[src/rtl/mdu_pkg.sv]
// Shared types and helpers for the RV32M multiply/divide unit.
//   op_e    : funct3 operation encoding
//   state_e : sequencer states
//   is_div / is_rem : operation class decode
package mdu_pkg;

    typedef enum logic [2:0] {
        MUL    = 3'b000,
        MULH   = 3'b001,
        MULHSU = 3'b010,
        MULHU  = 3'b011,
        DIV    = 3'b100,
        DIVU   = 3'b101,
        REM    = 3'b110,
        REMU   = 3'b111
    } op_e;

    typedef enum logic [1:0] {
        IDLE    = 2'd0,
        CALC    = 2'd1,
        SPECIAL = 2'd2,
        DONE    = 2'd3
    } state_e;

    function automatic logic is_div(input logic [2:0] op);
        return op[2];
    endfunction

    function automatic logic is_rem(input logic [2:0] op);
        return op[2] & op[1];
    endfunction

endpackage

[src/rtl/mdu_sign_prep.sv]
// Operand preparation for the multiply/divide unit (combinational).
// Ports:
//   op        : funct3 operation
//   A, B      : raw operands (rs1, rs2)
//   a_mag     : |A| when A is treated as signed for this op, else A
//   b_mag     : |B| when B is treated as signed for this op, else B
//   neg       : final result must be two's-complement negated
//   div_zero  : divide/remainder with B == 0
//   ovf       : signed DIV/REM of most-negative by -1
module mdu_sign_prep
    import mdu_pkg::*;
#(
    parameter int unsigned dataW = 32
) (
    input  logic [2:0]       op,
    input  logic [dataW-1:0] A,
    input  logic [dataW-1:0] B,
    output logic [dataW-1:0] a_mag,
    output logic [dataW-1:0] b_mag,
    output logic             neg,
    output logic             div_zero,
    output logic             ovf
);

    localparam logic [dataW-1:0] MOST_NEG = {1'b1, {(dataW-1){1'b0}}};

    op_e  op_t;
    logic a_signed;
    logic b_signed;
    logic a_neg;
    logic b_neg;

    // Signedness per op, magnitudes and the result sign
    always_comb begin
        op_t     = op_e'(op);
        a_signed = (op_t == MULH) || (op_t == MULHSU) || (op_t == DIV) || (op_t == REM);
        b_signed = (op_t == MULH) || (op_t == DIV) || (op_t == REM);
        a_neg    = a_signed & A[dataW-1];
        b_neg    = b_signed & B[dataW-1];
        a_mag    = a_neg ? -A : A;
        b_mag    = b_neg ? -B : B;
        // Remainder follows the dividend; everything else is sign(A)^sign(B)
        neg      = is_rem(op) ? a_neg : (a_neg ^ b_neg);
        div_zero = is_div(op) && (B == '0);
        ovf      = ((op_t == DIV) || (op_t == REM)) && (A == MOST_NEG) && (B == '1);
    end

endmodule

[src/rtl/mdu_r32m.sv]
// Iterative RV32M multiply/divide unit: shift-add multiply and restoring
// divide, one bit per cycle, valid/ready on both sides.
// Ports:
//   clk, reset           : clock, synchronous active-high reset
//   in_valid / in_ready  : request handshake (in_ready high only when idle)
//   op, A, B             : funct3 op and operands, sampled at accept only
//   out_valid/out_ready  : result handshake; result held until accepted
//   result               : dataW-bit result
// Build option: define MDU_FAST_MUL_EN to compute multiplies with a
// single-cycle combinational product through the SPECIAL state.
module mdu_r32m
    import mdu_pkg::*;
#(
    parameter int unsigned dataW = 32
) (
    input  logic             clk,
    input  logic             reset,
    input  logic             in_valid,
    output logic             in_ready,
    input  logic [2:0]       op,
    input  logic [dataW-1:0] A,
    input  logic [dataW-1:0] B,
    output logic             out_valid,
    input  logic             out_ready,
    output logic [dataW-1:0] result
);

    localparam int unsigned cntW  = $clog2(dataW) + 1;
    localparam int unsigned prodW = 2 * dataW;

    state_e           state, state_n;
    logic [cntW-1:0]  cnt, cnt_n;
    logic [dataW-1:0] acc, acc_n;    // product high half / partial remainder
    logic [dataW-1:0] lo, lo_n;      // multiplier->product low / dividend->quotient
    logic [dataW-1:0] m, m_n;        // multiplicand / divisor magnitude
    op_e              op_q, op_q_n;
    logic             neg_q, neg_n;
    logic [dataW-1:0] result_n;
    logic             out_valid_n;
    logic             in_ready_n;

    logic [dataW-1:0] a_mag, b_mag;
    logic             p_neg, p_dz, p_ovf;

    logic [dataW:0]   sum;
    logic [dataW:0]   shifted;
    logic [dataW:0]   diff;
    logic [dataW-1:0] acc_it, lo_it;
    logic [dataW-1:0] calc_res;

    mdu_sign_prep #(.dataW(dataW)) u_sign_prep (
        .op       (op),
        .A        (A),
        .B        (B),
        .a_mag    (a_mag),
        .b_mag    (b_mag),
        .neg      (p_neg),
        .div_zero (p_dz),
        .ovf      (p_ovf)
    );

    // Sign fix-up and half selection applied to a finished magnitude result
    function automatic logic [dataW-1:0] fixup(
        input op_e              o,
        input logic             n,
        input logic [prodW-1:0] prod,
        input logic [dataW-1:0] quo,
        input logic [dataW-1:0] rem
    );
        logic [prodW-1:0] p;
        p = n ? -prod : prod;
        if (is_div(o)) begin
            if (is_rem(o)) return n ? -rem : rem;
            else           return n ? -quo : quo;
        end
        if (o == MUL) return p[dataW-1:0];
        return p[prodW-1:dataW];
    endfunction

    // One iteration: shift-add for multiply, restoring step for divide
    always_comb begin
        sum     = {1'b0, acc} + (lo[0] ? {1'b0, m} : '0);
        shifted = {acc, lo[dataW-1]};
        diff    = shifted - {1'b0, m};
        if (is_div(op_q)) begin
            if (!diff[dataW]) begin
                acc_it = diff[dataW-1:0];
                lo_it  = {lo[dataW-2:0], 1'b1};
            end else begin
                acc_it = shifted[dataW-1:0];
                lo_it  = {lo[dataW-2:0], 1'b0};
            end
        end else begin
            acc_it = sum[dataW:1];
            lo_it  = {sum[0], lo[dataW-1:1]};
        end
        calc_res = fixup(op_q, neg_q, {acc_it, lo_it}, lo_it, acc_it);
    end

`ifdef MDU_FAST_MUL_EN
    logic [prodW-1:0] prod_fast;
    logic [dataW-1:0] fast_res;

    // Single-cycle product of the latched magnitudes
    always_comb begin
        prod_fast = prodW'(m) * prodW'(lo);
        fast_res  = fixup(op_q, neg_q, prod_fast, lo, lo);
    end
`endif

    // Next-state and next-output logic
    always_comb begin
        state_n  = state;
        cnt_n    = cnt;
        acc_n    = acc;
        lo_n     = lo;
        m_n      = m;
        op_q_n   = op_q;
        neg_n    = neg_q;
        result_n = result;

        case (state)
            IDLE: begin
                if (in_valid) begin
                    op_q_n = op_e'(op);
                    neg_n  = p_neg;
                    cnt_n  = '0;
                    acc_n  = '0;
                    // Special-case results are parked in lo for the SPECIAL load
                    if (p_dz) begin
                        lo_n    = is_rem(op) ? A : '1;
                        state_n = SPECIAL;
                    end else if (p_ovf) begin
                        lo_n    = is_rem(op) ? '0 : A;
                        state_n = SPECIAL;
                    end else begin
                        m_n  = is_div(op) ? b_mag : a_mag;
                        lo_n = is_div(op) ? a_mag : b_mag;
`ifdef MDU_FAST_MUL_EN
                        state_n = is_div(op) ? CALC : SPECIAL;
`else
                        state_n = CALC;
`endif
                    end
                end
            end
            CALC: begin
                acc_n = acc_it;
                lo_n  = lo_it;
                cnt_n = cnt + cntW'(1);
                if (cnt == cntW'(dataW - 1)) begin
                    result_n = calc_res;
                    state_n  = DONE;
                end
            end
            SPECIAL: begin
`ifdef MDU_FAST_MUL_EN
                result_n = is_div(op_q) ? lo : fast_res;
`else
                result_n = lo;
`endif
                state_n = DONE;
            end
            DONE: begin
                if (out_valid && out_ready) state_n = IDLE;
            end
            default: state_n = IDLE;
        endcase

        // out_valid rises the cycle after DONE is entered, once result is settled
        out_valid_n = (state == DONE) && !(out_valid && out_ready);
        in_ready_n  = (state_n == IDLE);
    end

    // State and output registers
    always_ff @(posedge clk) begin
        if (reset) begin
            state     <= IDLE;
            cnt       <= '0;
            acc       <= '0;
            lo        <= '0;
            m         <= '0;
            op_q      <= MUL;
            neg_q     <= 1'b0;
            result    <= '0;
            out_valid <= 1'b0;
            in_ready  <= 1'b1;
        end else begin
            state     <= state_n;
            cnt       <= cnt_n;
            acc       <= acc_n;
            lo        <= lo_n;
            m         <= m_n;
            op_q      <= op_q_n;
            neg_q     <= neg_n;
            result    <= result_n;
            out_valid <= out_valid_n;
            in_ready  <= in_ready_n;
        end
    end

endmodule

[config.mk]
export PLATFORM = sky130hd
export DESIGN_NAME = mdu_r32m
export DESIGN_NICKNAME = d
export VERILOG_FILES = /design/src/rtl/mdu_pkg.sv /design/src/rtl/mdu_sign_prep.sv /design/src/rtl/mdu_r32m.sv
export SDC_FILE = /design/constraint.sdc
export NUM_CORES = 1
export LEC_CHECK = 0
export ABC_AREA = 1
export BUFFER_PORTS_ARGS = -buffer_cell sky130_fd_sc_hd__buf_2
export CAP_MARGIN = 20
export CELL_PAD_IN_SITES_DETAIL_PLACEMENT = 1
export CELL_PAD_IN_SITES_GLOBAL_PLACEMENT = 2
export CORE_MARGIN = 4
export CORE_UTILIZATION = 35
export DETAILED_ROUTE_END_ITERATION = 7
export PLACE_DENSITY_LB_ADDON = 0.1
export SLEW_MARGIN = 10
export SYNTH_ARGS = -nofsm -noshare
export SYNTH_HDL_FRONTEND = slang
export SYNTH_SLANG_ARGS = --single-unit
[constraint.sdc]
create_clock -name clk -period 11.3 [get_ports clk]
set_input_delay 1.695 -clock clk [delete_from_list [all_inputs] [get_ports clk]]
set_output_delay 1.695 -clock clk [all_outputs]
set_load 0.01 [all_outputs]
Yosys cells after proc, flatten, opt, wreduce, memory -nomap -nowiden
Cells that the tools add are included. Widths: inputs -> output; s select.

Output and inout bits: 34. Register bits: 142. Logic and storage cells: 98.

Add/subtract/negate cells: 8. Equal/unequal tests: 12. Mux-type cells: 39. Bitwise logic cells: 7. Reductions and logical operators: 22.

Operators by type and width (number): $mux 32 (22); $pmux 32 s2 (3); $neg 32->32 (4); $eq 32x32->1 const B (2); $mux 64 (1); $neg 64->64 (1); $add 32x32->33 (1); $sub 33x32->33 (1); $logic_not 32->1 (1); $pmux 6 s2 (1); $mux 2 (5); $pmux 2 s4 (1); $add 6x1->6 const B (1); $eq 3x3->1 const B (2); $eq 6x5->1 const B (1); $logic_or 1x1->1 (6); $mux 6 (1); $reduce_and 2->1 (3); $logic_and 1x1->1 (5); $mux 1 (5); $and 1x1->1 (4); $eq 2x2->1 const B (2); $logic_not 2->1 (2); $ne 2x2->1 const B (2); 9 further kinds (11).

Longest topological paths before layout
Gate-level depths: netlist of run 1.

Depth in word-level cells: 12. Depth in mapped cells: 33. Gate-level depth less buffers: 33.

Modules after synthesis
Synthesis of run 1 repeated with hierarchy kept, for this count alone.

Cells, all modules: 3467. Area, all modules: 18859.3 um^2.

Modules (own cells, without submodules): mdu_r32m (instances 1, cells an instance 3009, sequential area each 2842.7 um^2, area an instance 16682.2 um^2); mdu_sign_prep (instances 1, cells an instance 458, sequential area each 0.0 um^2, area an instance 2177.1 um^2).

Worst setup path before layout of run 1
Ideal clock, no wire load.

Path type: input-to-reg. From: in B[0]. To: reg m[24]. Path buffers: 2. Required time: 11.184 ns. Data arrival time: 3.971 ns. Slack: 7.213 ns. Setup time: 0.116 ns. Stages: 18. Cell sequence: inv_1 -> ha_1 -> nand2_1 -> nor2_1 -> nand3_1 -> nor3_2 -> nand3_1 -> nor2_1 -> nand4_1 -> nand3b_1 -> nor3_2 -> nor2_1 -> inv_1 -> nor2_1 -> clkbuf_1 -> clkbuf_1 -> o211ai_1 -> inv_1.

Cells in the longest elaborated chain, start to end: 4. Elaborated cells on any way between the ends: 10. Classes of those cells: add/sub (1); eq/ne (1); mux (2); bitwise (2); reduce/logical (4).

Ends and longest elaborated chain: start: declaration (RTL line mdu_r32m.sv:22) `input logic [dataW-1:0] B,`; parallel branches: the longest is 4 deep, another holds $neg 32->32; end signal: assignment (RTL line mdu_r32m.sv:193) `m <= m_n;`; end: declaration (RTL line mdu_r32m.sv:35) `logic [dataW-1:0] m, m_n;`.

Parallel ways; which one is timed is not known. A chain may end at the register's enable or synchronous reset.

Worst setup path in the final report of run 1
From: in B[0]. To: reg m[19].

The elaborated chain is that of the path after synthesis.

==> out/metrics.yaml, run 1 <==
status: "completed"
leakagePower_nw: 9.90
muxShareOfSynthArea_pct: 0.0554
cts_tree: "yes"
yosysMostFrequentCell: "nand2_1"
ir_worst_vdd_mv: 0.103
area_growth_pct: 9.23
rows: 82
grt_pass1_vias: 22200
synth_area_leaders: "nand2_1 21%, dfxtp_1 16%, inv_1 9.3%"
clk_latency_ns: 0.50
power_density_nw_per_um2: 134
hpwlAfterDp_um: 76800
synthXorXnorAreaFrac_pct: 5.72
grt_setup_unrepaired: "no"
grt_max_degree: 79
yosys_warnings: 0
finalHoldViolCount: 0
gp_congestion: 0.996
period_needed_ns: 5.80
cts.clk_slew.worst_paths_ns: 0.07
final_util_pct: 39.0
grt_pass1_wl_um: 142000
synth_compound_area_share_pct: 19.5
postCtsSetupRepairBufs: 0
cts-buffers-inserted: 17
syn_area_um2: 18100
port_buffers: 104
drive_above_1_share_pct: 8.99
grt_usage_pct: 33.5
holdPathEnd: "result[17]"
synth_fa_ha_area_share_pct: 5.07
endpoint_kind: "flip-flop"
slew_violations: 0
wire_per_inst_um: 24.1
setup_tns_ns: 0
first_pass_iters: 5
antenna_found_initial: 1
synth_area_leader_cell: "nand2_1"
drt_iter0_markers: 1753
dieArea_um2: 55300
die_w_um: 235
hold_depth: 2
worstMarginPinSlew_ns: 1.19
r2r_start: "lo[31]"
path_max_fanout: 39
synth-edff-count: 0
yosys.area_share.simple_pct: 41.3
synthArstFlopShare_pct: 0
cp-start-kind: "primary input"
r2r_cells: 33
die_h_um: 235
cts_resized: 0
numClockSinks: 142
antenna-diode-count: 0
cts_htree_levels: 4
postCtsHoldBufs: 0
yosys.cell_types.count: 61
postRouteAntennaNets: 0
r2r-end: "result[26]"
clockBufferDepth: 2
critPathKind: "in2reg"
synth.avg_cell_area_um2: 5.50
hold_class: "reg2reg"
synthCells: 3282
via_per_inst: 5.65
ys_seq_area_share_pct: 15.7
cts_root_buf: "clkbuf_16"
synth_nets: 3425
yosysTopAreaCellShare_pct: 21.2
routed_wl_um: 96100
maxSlewHeadroom_pct: 19.8
ys_ff_latch: 142
arrival_ns: 6.12
r2r_setup_slack_ns: 5.76
fin_nets: 3446
core_area_um2: 50600
fmax_mhz: 172
fin_worst_skew_ns: 0.0169
finalCritPeriodShare_pct: 51.3
synth_top_family_by_area: "simple AND/OR/NAND/NOR gates"
drc: 0
start_util_pct: 35.7
cap_viol_max_count: 0
gr-total-overflow: 0
ios: 105
vias: 22500
netlist_top_cells_count: "1021 x nand2_1, 446 x inv_1, 298 x nor2_1"
setup_viol_count_final: 0
hold_path_startpoint: "result[17]"
cp.required_ns: 11.62
synthFlopType: "dfxtp_1"
==> layout make-up <==
| class | instances | area [um^2] |
|---|---|---|
| tap | 672 | 841 |
| clock inverter | 15 | 198 |
| inverter | 457 | 1720 |
| timing repair buffer | 131 | 746 |
| sequential | 142 | 2850 |
| fill | 7154 | 30900 |
| multi-input combinational | 2554 | 13000 |
| clock buffer | 17 | 425 |
==> cell usage in the layout, fill, tap and decap left out, drive strengths merged, types with 2 or more instances in the layout <==
master   count
o22ai        2
o21a        11
o2111ai      4
and2         5
a31oi       42
buf        131
ha          70
o21bai      10
nor3        47
o221ai       9
dfxtp      142
xnor2       26
o211ai      26
nand3      213
nor2       317
o21ai      236
nor4        18
xor2        92
clkinv       7
a211oi       7
fa           2
o311ai      17
a21o         5
o41ai        2
nand3b      21
inv        462
clkbuf      17
a21boi       3
a21oi      236
bufinv       2
a221oi       2
or2         11
nand2     1079
nand4       35
==> registers in the layout, indices dropped and copies added (netlist names), 2 cells and up <==
name and count:
cnt 6, lo 32, m 32, acc 32
state 2, result 32, op_q 3
==> how the worst max path moves through the flow <==
| stage | start | cells after the start | to | slack [ns] |
|---|---|---|---|---|
| finish | B[0] | 20 | m[19] | 5.50 |
| global route | B[0] | 20 | m[17] | 5.21 |
| CTS | B[0] | 20 | m[17] | 5.62 |
| detailed placement | B[0] | 20 | m[17] | 5.11 |
| global placement | B[0] | 20 | m[17] | 5.20 |
| floorplan | B[0] | 18 | m[24] | 7.21 |
==> routing by layer <==
layer,up-vias,track usage [%],part of all wire (%),wire (um)
li1,10600,-,-,-
met1,11000,45.0,44,42400
met2,754,54.4,46,43800
met3,146,4.40,6.0,5750
met4,0,13.5,4.3,4120
met5,-,0,0,0
==> power breakdown <==
part,switching (mW),internal [mW]
logic,1.05,0.369
clock network,0.299,0.336
registers,0.0497,0.537
total,1.40,1.24
==> metrics by stage <==
step | cell area, um^2 | setup WS, ns | total power, mW | hold slack [ns] | instances
after floorplan | 18100 | 7.21 | 1.47 | 0.445 | 3282
after global placement | 19100 | 5.20 | 1.95 | 0.452 | 3955
after detailed placement | 19100 | 5.11 | 1.97 | 0.454 | 3955
after CTS | 19700 | 5.62 | 2.61 | 0.466 | 3987
after global routing | 19700 | 5.21 | 2.78 | 0.486 | 3988
final | 19700 | 5.50 | 2.64 | 0.466 | 3988
==> critical path, cell delays in order <==
cell,delay [ns]
buf_2,0.12
inv_1,0.11
ha_1,0.19
nand2_1,0.07
nor2_1,0.15
nand3_1,0.14
nor3_2,0.25
nand3_1,0.18
nor2_1,0.22
nand4_1,0.16
nand3b_1,0.25
nor3_2,0.49
nor2_1,0.22
inv_1,0.17
nor2_2,0.04
buf_4,0.29
inv_2,0.65
nor2_1,0.07
o21ai_0,0.47
a21oi_1,0.14
==> kinds of logic (layout without fill, tap and decap cells) <==
kind of cell / after synthesis / after routing
flops: 142 / 142
xor+xnor: 118 / 118
simple gates: 1746 / 1746
buf+inv: 586 / 620
compound gates: 617 / 617
fa+ha+maj: 72 / 72
mux: 1 / 1
(Power assumes the default switching activity.)
==> inputs of run 2 (changes only) <==
ABC_AREA = 0   (was 1)
CORE_UTILIZATION = 36   (was 35)
clock period = 5.87 ns   (was 11.3 ns; I/O delays follow)
==> out/metrics.yaml, run 2 <==
die_w_um: 222
routed_wl_um: 83900
drive_above_1_share_pct: 13.3
critPathKind: "reg2reg"
clk_latency_ns: 0.50
via_per_inst: 6.41
setup_viol_count_final: 0
start_util_pct: 36.3
hold_path_startpoint: "result[13]"
synth_area_leaders: "dfxtp_1 17%, a21oi_1 6.9%, nor2_1 6.2%"
yosysMostFrequentCell: "nor2_1"
grt_usage_pct: 33.2
final_cell_mix: "270 x nor2_1, 225 x a21oi_1, 216 x nand2_1, 140 x dfxtp_1, 133 x o21ai_0"
cp-start-kind: "flip-flop"
whs_ns: 0.461
path_max_fanout: 18
clockBufferDepth: 2
synthCells: 2342
first_pass_iters: 6
yosysTopAreaCellShare_pct: 17.3
cts_root_buf: "clkbuf_16"
maxSlewHeadroom_pct: 30.2
endpoint_kind: "flip-flop"
core_area_um2: 45300
finalHoldViolCount: 0
cts.clk_slew.worst_paths_ns: 0.07
mostFrequentLayoutCell: "nor2_1"
finalCritPeriodShare_pct: 93.7
cp.required_ns: 6.23
cts_tree: "yes"
arrival_ns: 5.86
cts_htree_levels: 4
synthFlopType: "dfxtp_1"
setup_tns_ns: 0
layoutNonFillerInstCount: 2997
numClockSinks: 142
synth.avg_cell_area_um2: 7.01
rows: 78
grt_setup_unrepaired: "no"
drc: 0
crit_slowest_cell: "or4_1"
fmax_mhz: 182
ir_worst_vdd_mv: 0.171
vias: 19200
slew_violations: 0
path_cells: "buf_4, and2_1, ha_1, a21oi_1, o21ai_0, a21oi_1, nand3_1, a21oi_1, mux2_2, a221oi_2, o211ai_1, or4_1, or4_1, o311a_1, a21oi_1, a21oi_1"
fin_worst_skew_ns: 0.0208
synthArstFlopShare_pct: 0
power_density_nw_per_um2: 222
ys_seq_area_share_pct: 17.3
postRouteAntennaNets: 0
cts-buffers-inserted: 17
leakagePower_nw: 6.90
gp_congestion: 0.957
hold_class: "reg2reg"
worstMarginPinSlew_ns: 1.04
yosys.cell_types.count: 106
netlist_top_cells_count: "270 x nor2_1, 225 x a21oi_1, 216 x nand2_1"
syn_area_um2: 16400
synth_area_leader_cell: "dfxtp_1"
ys_ff_latch: 142
yosys_warnings: 0
wire_per_inst_um: 28.0
synth_nets: 2485
synth-edff-count: 0
status: "completed"
cap_viol_max_count: 0
port_buffers: 104
crit_path_start: "lo[0]"
final_util_pct: 40.5
area_growth_pct: 11.6
grt_max_degree: 91
dieArea_um2: 49100
r2r_start: "lo[0]"
die_h_um: 222
grt_pass1_vias: 19100
ios: 105
grt_pass1_wl_um: 126000
dpl.cell_count: 2964
gr-total-overflow: 0
slowest_delay_ns: 0.72
antenna_found_initial: 2
period_needed_ns: 5.50
hpwlAfterDp_um: 65100
drt_iter0_markers: 1648
path_common_cell: "a21oi_1"
fin_nets: 2526
[run 2: changes by cell type after synthesis, sizes merged, moves of 56 or more]
cell   previous run  this run
inv             455        64
mux2i             1        57
nand2          1079       217
nand3           213        40
o21ai           236       154
xnor2            26        93
[run 2: cell families (layout without fill, tap and decap cells)]
| family | count (synthesis) | in the layout | share of synthesized area, % |
|---|---|---|---|
| AO/OA/AOI/OAI | 804 | 804 | 33.0 |
| adder cells (fa/ha/maj) | 72 | 72 | 5.58 |
| XOR/XNOR | 166 | 166 | 8.85 |
| AND/OR/NAND/NOR | 838 | 838 | 24.4 |
| multiplexers | 80 | 80 | 5.12 |
| flip-flops | 142 | 142 | 17.3 |
| other | 0 | 1 | 0 |
| buffers and inverters | 240 | 294 | 5.74 |
[run 2: power breakdown]
part           total [mW]  switching [mW]  internal, mW
registers            1.10          0.0853          1.01
logic                1.81            1.21         0.601
clock network        1.15           0.549         0.605
total                4.06            1.84          2.22
[run 2: final cells by class]
type                       instances  area, um^2
multi-input combinational       1960       12700
antenna                            1        2.50
fill                            5784       27000
clock inverter                    14         158
timing repair buffer             197        1220
inverter                          65         244
clock buffer                      18         429
tap                              600         751
sequential                       142        2850
[run 2: final timing paths]
kind | endpoint | cells after the start | slack (ns)
max | result[30] | 16 | 0.37
min | result[13] | 2 | 0.46
max reg2reg | result[30] | 16 | 0.37
min reg2reg | result[13] | 2 | 0.46
[run 2: metal layers]
layer | vias to the layer above | global-route usage [%] | share of wire [%]
met3 | 149 | 4.16 | 6.2
met5 | - | 0 | 0
met4 | 0 | 15.9 | 5.2
li1 | 8759 | - | -
met1 | 9605 | 45.5 | 44
met2 | 688 | 51.8 | 45
[run 2: repair_timing]
action,4_1_cts,5_1_grt
resized for setup,0,2
endpoints found under the setup margin,0,7
hold buffers,0,0
buffers inserted,0,0
[run 2: metrics by stage]
step | power, mW | instance area (um^2) | setup WS, ns
2_1_floorplan | 2.21 | 16400 | 0.514
3_3_place_gp | 2.87 | 17700 | 0.377
5_1_grt | 4.26 | 18300 | 0.0193
4_1_cts | 4.05 | 18300 | 0.253
3_5_place_dp | 2.88 | 17700 | 0.276
6_report | 4.06 | 18300 | 0.369
[run 2: critical path, delay by kind of cell, from the launching register on]
family,cells,cell delay [ns]
AOI/OAI and AO/OA,9,2.27
DFF,1,0.50
and+or+nand+nor,4,1.58
muxes,1,0.42
adders and majority gates,1,0.30
buffers and inverters,1,0.30
